==> src/rtl/led_blinker.sv <==
// Heartbeat LED generator: three 50%-duty square waves at 0.5/1/2 Hz and one
// PWM "breathing" LED whose duty ramps 0..max..0 in a triangle.
module led_blinker #(
  parameter int unsigned CLK_FREQ_HZ = 27_000_000,
  parameter int unsigned PWM_BITS    = 8
) (
  input  logic i_sys_clk,
  input  logic i_rst,
  output logic o_led0,
  output logic o_led1,
  output logic o_led2,
  output logic o_led3
);

  localparam int unsigned Half0   = CLK_FREQ_HZ;
  localparam int unsigned Half1   = CLK_FREQ_HZ / 2;
  localparam int unsigned Half2   = CLK_FREQ_HZ / 4;
  localparam int unsigned DutyMax = (2 ** PWM_BITS) - 1;
  localparam int unsigned Step    = CLK_FREQ_HZ / DutyMax;

  localparam int unsigned W0 = $clog2(Half0);
  localparam int unsigned W1 = $clog2(Half1);
  localparam int unsigned W2 = $clog2(Half2);
  localparam int unsigned WS = $clog2(Step);

  typedef enum logic {StUp, StDown} dir_e;

  logic [W0-1:0]       cnt0_q, cnt0_d;
  logic [W1-1:0]       cnt1_q, cnt1_d;
  logic [W2-1:0]       cnt2_q, cnt2_d;
  logic [WS-1:0]       step_q, step_d;
  logic [PWM_BITS-1:0] pwm_q, pwm_d;
  logic [PWM_BITS-1:0] duty_q, duty_d;
  dir_e                dir_q, dir_d;
  logic                led0_q, led0_d;
  logic                led1_q, led1_d;
  logic                led2_q, led2_d;
  logic                led3_q, led3_d;
  logic                step_wrap;

  always_ff @(posedge i_sys_clk) begin
    if (i_rst) begin
      cnt0_q <= '0;
      cnt1_q <= '0;
      cnt2_q <= '0;
      step_q <= '0;
      pwm_q  <= '0;
      duty_q <= '0;
      dir_q  <= StUp;
      led0_q <= 1'b0;
      led1_q <= 1'b0;
      led2_q <= 1'b0;
      led3_q <= 1'b0;
    end else begin
      cnt0_q <= cnt0_d;
      cnt1_q <= cnt1_d;
      cnt2_q <= cnt2_d;
      step_q <= step_d;
      pwm_q  <= pwm_d;
      duty_q <= duty_d;
      dir_q  <= dir_d;
      led0_q <= led0_d;
      led1_q <= led1_d;
      led2_q <= led2_d;
      led3_q <= led3_d;
    end
  end

  // Blink channels: toggle on the exact terminal count, then restart.
  always_comb begin
    cnt0_d = cnt0_q + W0'(1);
    cnt1_d = cnt1_q + W1'(1);
    cnt2_d = cnt2_q + W2'(1);
    led0_d = led0_q;
    led1_d = led1_q;
    led2_d = led2_q;
    if (cnt0_q == W0'(Half0 - 1)) begin
      cnt0_d = '0;
      led0_d = ~led0_q;
    end
    if (cnt1_q == W1'(Half1 - 1)) begin
      cnt1_d = '0;
      led1_d = ~led1_q;
    end
    if (cnt2_q == W2'(Half2 - 1)) begin
      cnt2_d = '0;
      led2_d = ~led2_q;
    end
  end

  // Breathing: duty moves one step per Step clocks; each endpoint is held for one step only.
  always_comb begin
    step_wrap = (step_q == WS'(Step - 1));
    step_d    = step_wrap ? '0 : step_q + WS'(1);
    pwm_d     = pwm_q + PWM_BITS'(1);
    duty_d    = duty_q;
    dir_d     = dir_q;
    if (step_wrap) begin
      unique case (dir_q)
        StUp: begin
          if (duty_q == PWM_BITS'(DutyMax)) begin
            duty_d = PWM_BITS'(DutyMax - 1);
            dir_d  = StDown;
          end else begin
            duty_d = duty_q + PWM_BITS'(1);
          end
        end
        StDown: begin
          if (duty_q == '0) begin
            duty_d = PWM_BITS'(1);
            dir_d  = StUp;
          end else begin
            duty_d = duty_q - PWM_BITS'(1);
          end
        end
        default: begin
          duty_d = '0;
          dir_d  = StUp;
        end
      endcase
    end
    led3_d = (pwm_q < duty_q);
  end

  assign o_led0 = led0_q;
  assign o_led1 = led1_q;
  assign o_led2 = led2_q;
  assign o_led3 = led3_q;

endmodule

==> config.mk <==
export PLATFORM = sky130hd
export DESIGN_NAME = led_blinker
export DESIGN_NICKNAME = d
export VERILOG_FILES = /design/src/rtl/led_blinker.sv
export SDC_FILE = /design/constraint.sdc
export NUM_CORES = 1
export LEC_CHECK = 0
export ABC_AREA = 1
export ABC_CLOCK_PERIOD_IN_PS = 2200
export CORE_MARGIN = 1
export CORE_UTILIZATION = 45
export CTS_CLUSTER_SIZE = 20
export DETAILED_ROUTE_END_ITERATION = 7
export GPL_TIMING_DRIVEN = 0
export SKIP_LAST_GASP = 1
export SYNTH_ARGS = -nofsm -noshare
export SYNTH_HDL_FRONTEND = slang
export SYNTH_SLANG_ARGS = --single-unit
==> constraint.sdc <==
create_clock -name i_sys_clk -period 2.2 [get_ports i_sys_clk]
set_input_delay 0.55 -clock i_sys_clk [delete_from_list [all_inputs] [get_ports i_sys_clk]]
set_output_delay 0.55 -clock i_sys_clk [all_outputs]
set_load 0.03 [all_outputs]
==> results.md <==
- Setup CP Type: register to output port
- Type of the worst min-delay path: register to register
- TritonCTS Buffers: 9
- Layout net count: between 900 and 1000
- CTS Buffer Depth: 2
- First-pass GRT wire length: ~22000 µm
- Top cells by count, synth: 229 x nand2_1, 197 x nor2_1, 110 x dfxtp_1
- Final WL: roughly 13000 µm
- Clock power share: between 40% and 50%
- Number of setup buffers added after CTS: 0
- Pin count of the biggest net entering global routing: 18
- PwrDens: ~560 mW/mm²
- Max IR drop VDD: 0.533 mV
- Final ANT Viol Nets: 0
- Area Growth Syn to Fin: 9.04%
- PortBufs: 5
- Unrepaired setup endpoints after global routing: no
- FF+latch count, synth: 110
- Number of H-tree levels: 3
- Total Routing Usage GR: a little under a fifth
- Antenna Cells: 0
- Worst-Margin Slew: around 0.48 ns
- Synth warn: 0
- Vias in the first global route: 4892
- Total grt overflow: 0
- Drt pass-1 iters: 6
- Via count: 5363
- Period utilisation layout: roughly nine tenths
- Int Pwr: between 2000 and 3000 µW
- Number of max-cap violations: 0
- Mapped Area: between 0.005 and 0.006 mm²
- Post-DP HPWL: 9560 µm
- Largest stage delay, worst path: slightly below 0.7 ns
- Filler cells: between 1000 and 1500
- Net switching power: a little over 800 µW
- Hold_sp: cnt0_q[24]$_SDFF_PP0_
- Crit end category: output port
- Worst R2R Setup Slack: roughly 0.38 ns
- Site row count: 41
- Post-cts repair resize count: 0
- Asr flop ratio synth: 0%
- Initial drt markers: 286
- R2R Path Start: cnt0_q[0]$_SDFF_PP0_
- Reg2Reg Depth: 9
- Setup_tns: 0 ns
- Hold Buf Count CTS: 0
- CTS tree: done
- Max Clock Freq: 508 MHz
- Post-synth EDFFs: 0
- P_leak: 0.00225 µW
- R2r endpoint: cnt0_q[0]$_SDFF_PP0_
- Max FO, Critical Path: 3
- Clk slew on worst S/H paths: ~0.070 ns
- I/O pin count: 6
- Die area: roughly 0.014 mm²
- Cell Area, Placed: around 0.0063 mm²
- Critical path cell sequence: clkdlybuf4s50_1
- GP Congestion: around 0.84
- Synthesized netlist cell count: 902
- CP startpoint kind: register
- Initial Util: between 40% and 50%
- Ratio of cells with drive above 1 in the final layout: 5.63%
- Initial antenna violation count: 0
- Clock period minus worst slack: 1.97 ns
- Final hold violation count: 0
- Die width: roughly 120 µm
- Clock Skew: between 0.006 and 0.007 ns
- Hold depth: 2
- Num Clock Sinks: 110
- Critical Path RT: approximately 1.7 ns
- Ys flop type: dfxtp_1
- Routed len/inst: 11.5 µm
- Mean Syn Cell Area: around 6.6 µm²
- Clock latency on the worst-skew pair: roughly 0.35 ns
- Worst Hold Path EP: cnt0_q[24]$_SDFF_PP0_
- Count of final setup violators: 0
- Final core occ: 51.0%
- Critical path arrival: ~1.4 ns
- Top cells by area, synth: dfxtp_1 37%, nand2_1 14%, nor2_1 12%
- Switching Fraction: about 23%
- Power share of the combinational group: 3.3%
- Non-filler cells, final: between 1000 and 1500
- Synth unique cells: 32
- Worst path slowest cell: clkdlybuf4s50_1
- Vias/cell: 4.90
- Delay-heaviest family, CP: buffers and inverters
- Area leader, netlist: dfxtp_1
- Final instance area: approximately 0.0065 mm²
- Top-count cell post-synth: nand2_1
- Core ar.: 0.0128 mm²
- Yosys top cell area share: between 30% and 40%
- Post-route DRC: 0
- Placed insts: 1079
- Relative slew slack: about two thirds
- Fin. max-slew vios: 0
- Sequential fraction of the synthesis area: ~37%
- Die H: around 120 µm
- Syn Nets: about 900
- Outcome: finished clean
- Crit path buffers/inverters: 1
- Clock Tree Root: clkbuf_16
- Reg power frac: ~55%
## flip-flops by register name, indices dropped and copies added (netlist names)
name,cells
duty_q,8
cnt1_q,24
step_q,17
dir_q,1
o_led1,1
cnt2_q,23
cnt0_q,25
pwm_q,8
o_led0,1
o_led3,1
o_led2,1
## kinds of logic (layout without fill, tap and decap cells)
logic type      after synthesis  in the layout  synth area share (%)
flops                       110            110                  36.7
xor+xnor                     38             38                  5.55
compound gates               77             77                  6.66
fa+ha+maj                    16             16                  3.34
buf+inv                     100            121                  7.12
simple gates                561            561                  40.6
## placed cells by master, fill, tap and decap left out, types with 3 or more instances in the layout
| master | instances |
|---|---|
| nand2_2 | 6 |
| nand3_2 | 3 |
| ha_1 | 16 |
| or2_0 | 4 |
| buf_4 | 3 |
| or2_2 | 5 |
| nand3_1 | 58 |
| nand2_1 | 229 |
| xnor2_1 | 11 |
| nand4_1 | 19 |
| nor2_1 | 197 |
| nand3b_1 | 10 |
| clkdlybuf4s50_1 | 5 |
| dfxtp_1 | 110 |
| inv_1 | 89 |
| clkinv_2 | 3 |
| o21bai_1 | 4 |
| xor2_1 | 27 |
| clkbuf_16 | 9 |
| nor2_2 | 4 |
| nor2_4 | 5 |
| nor3_1 | 16 |
| a21oi_1 | 52 |
| o21ai_0 | 20 |
| clkinvlp_4 | 3 |
## stage by stage
step | total power, µW | hold slack [ns] | setup slack, ns
final | 3680 | 0.459 | 0.233
after global placement | 2200 | 0.435 | 0.0420
after global routing | 3840 | 0.488 | 0.168
after detailed placement | 2210 | 0.451 | 0.0271
after floorplan | 2170 | 0.417 | 0.683
after CTS | 3760 | 0.463 | 0.208
## power by group through the flow
| stage | combinational [µW] | clock [µW] | sequential, µW |
|---|---|---|---|
| after global routing | 138 | 1660 | 2040 |
| after floorplan | 86.4 | 0 | 2080 |
| after detailed placement | 124 | 0 | 2080 |
| after global placement | 122 | 0 | 2080 |
| after CTS | 124 | 1600 | 2040 |
| final | 120 | 1530 | 2040 |
## worst max path at each step
stage,start,endpoint,cells past startpoint
2_1_floorplan,cnt0_q[0]$_SDFF_PP0_,cnt0_q[14]$_SDFF_PP0_,9
3_3_place_gp,i_rst,duty_q[5]$_SDFFE_PP0N_,5
3_5_place_dp,i_rst,duty_q[5]$_SDFFE_PP0N_,5
4_1_cts,o_led0$_SDFFE_PP0N_,o_led0,1
5_1_grt,cnt0_q[0]$_SDFF_PP0_,cnt0_q[14]$_SDFF_PP0_,9
6_report,o_led0$_SDFFE_PP0N_,o_led0,1
## area by class of cell
type                    count  area [µm²]  share of cell area, %
multi-input cells         692        3360                   51.5
flip-flops and latches    110        2200                   33.7
inverters                  89         334                   5.11
clock buffers              10         239                   3.66
well taps                 172         215                   3.29
plain buffers              11        92.6                   1.42
repair buffers              5        50.0                  0.766
clock inverters             6        37.5                  0.574
## per-layer routing
layer	global-route usage [%]	up-vias	share of wire, %
met3	4.57	11	2.8
met1	23.3	2411	48
met2	33.4	53	48
li1	-	2888	-
met5	0	-	0
met4	4.87	0	1.0
(Power assumes the default switching activity.)
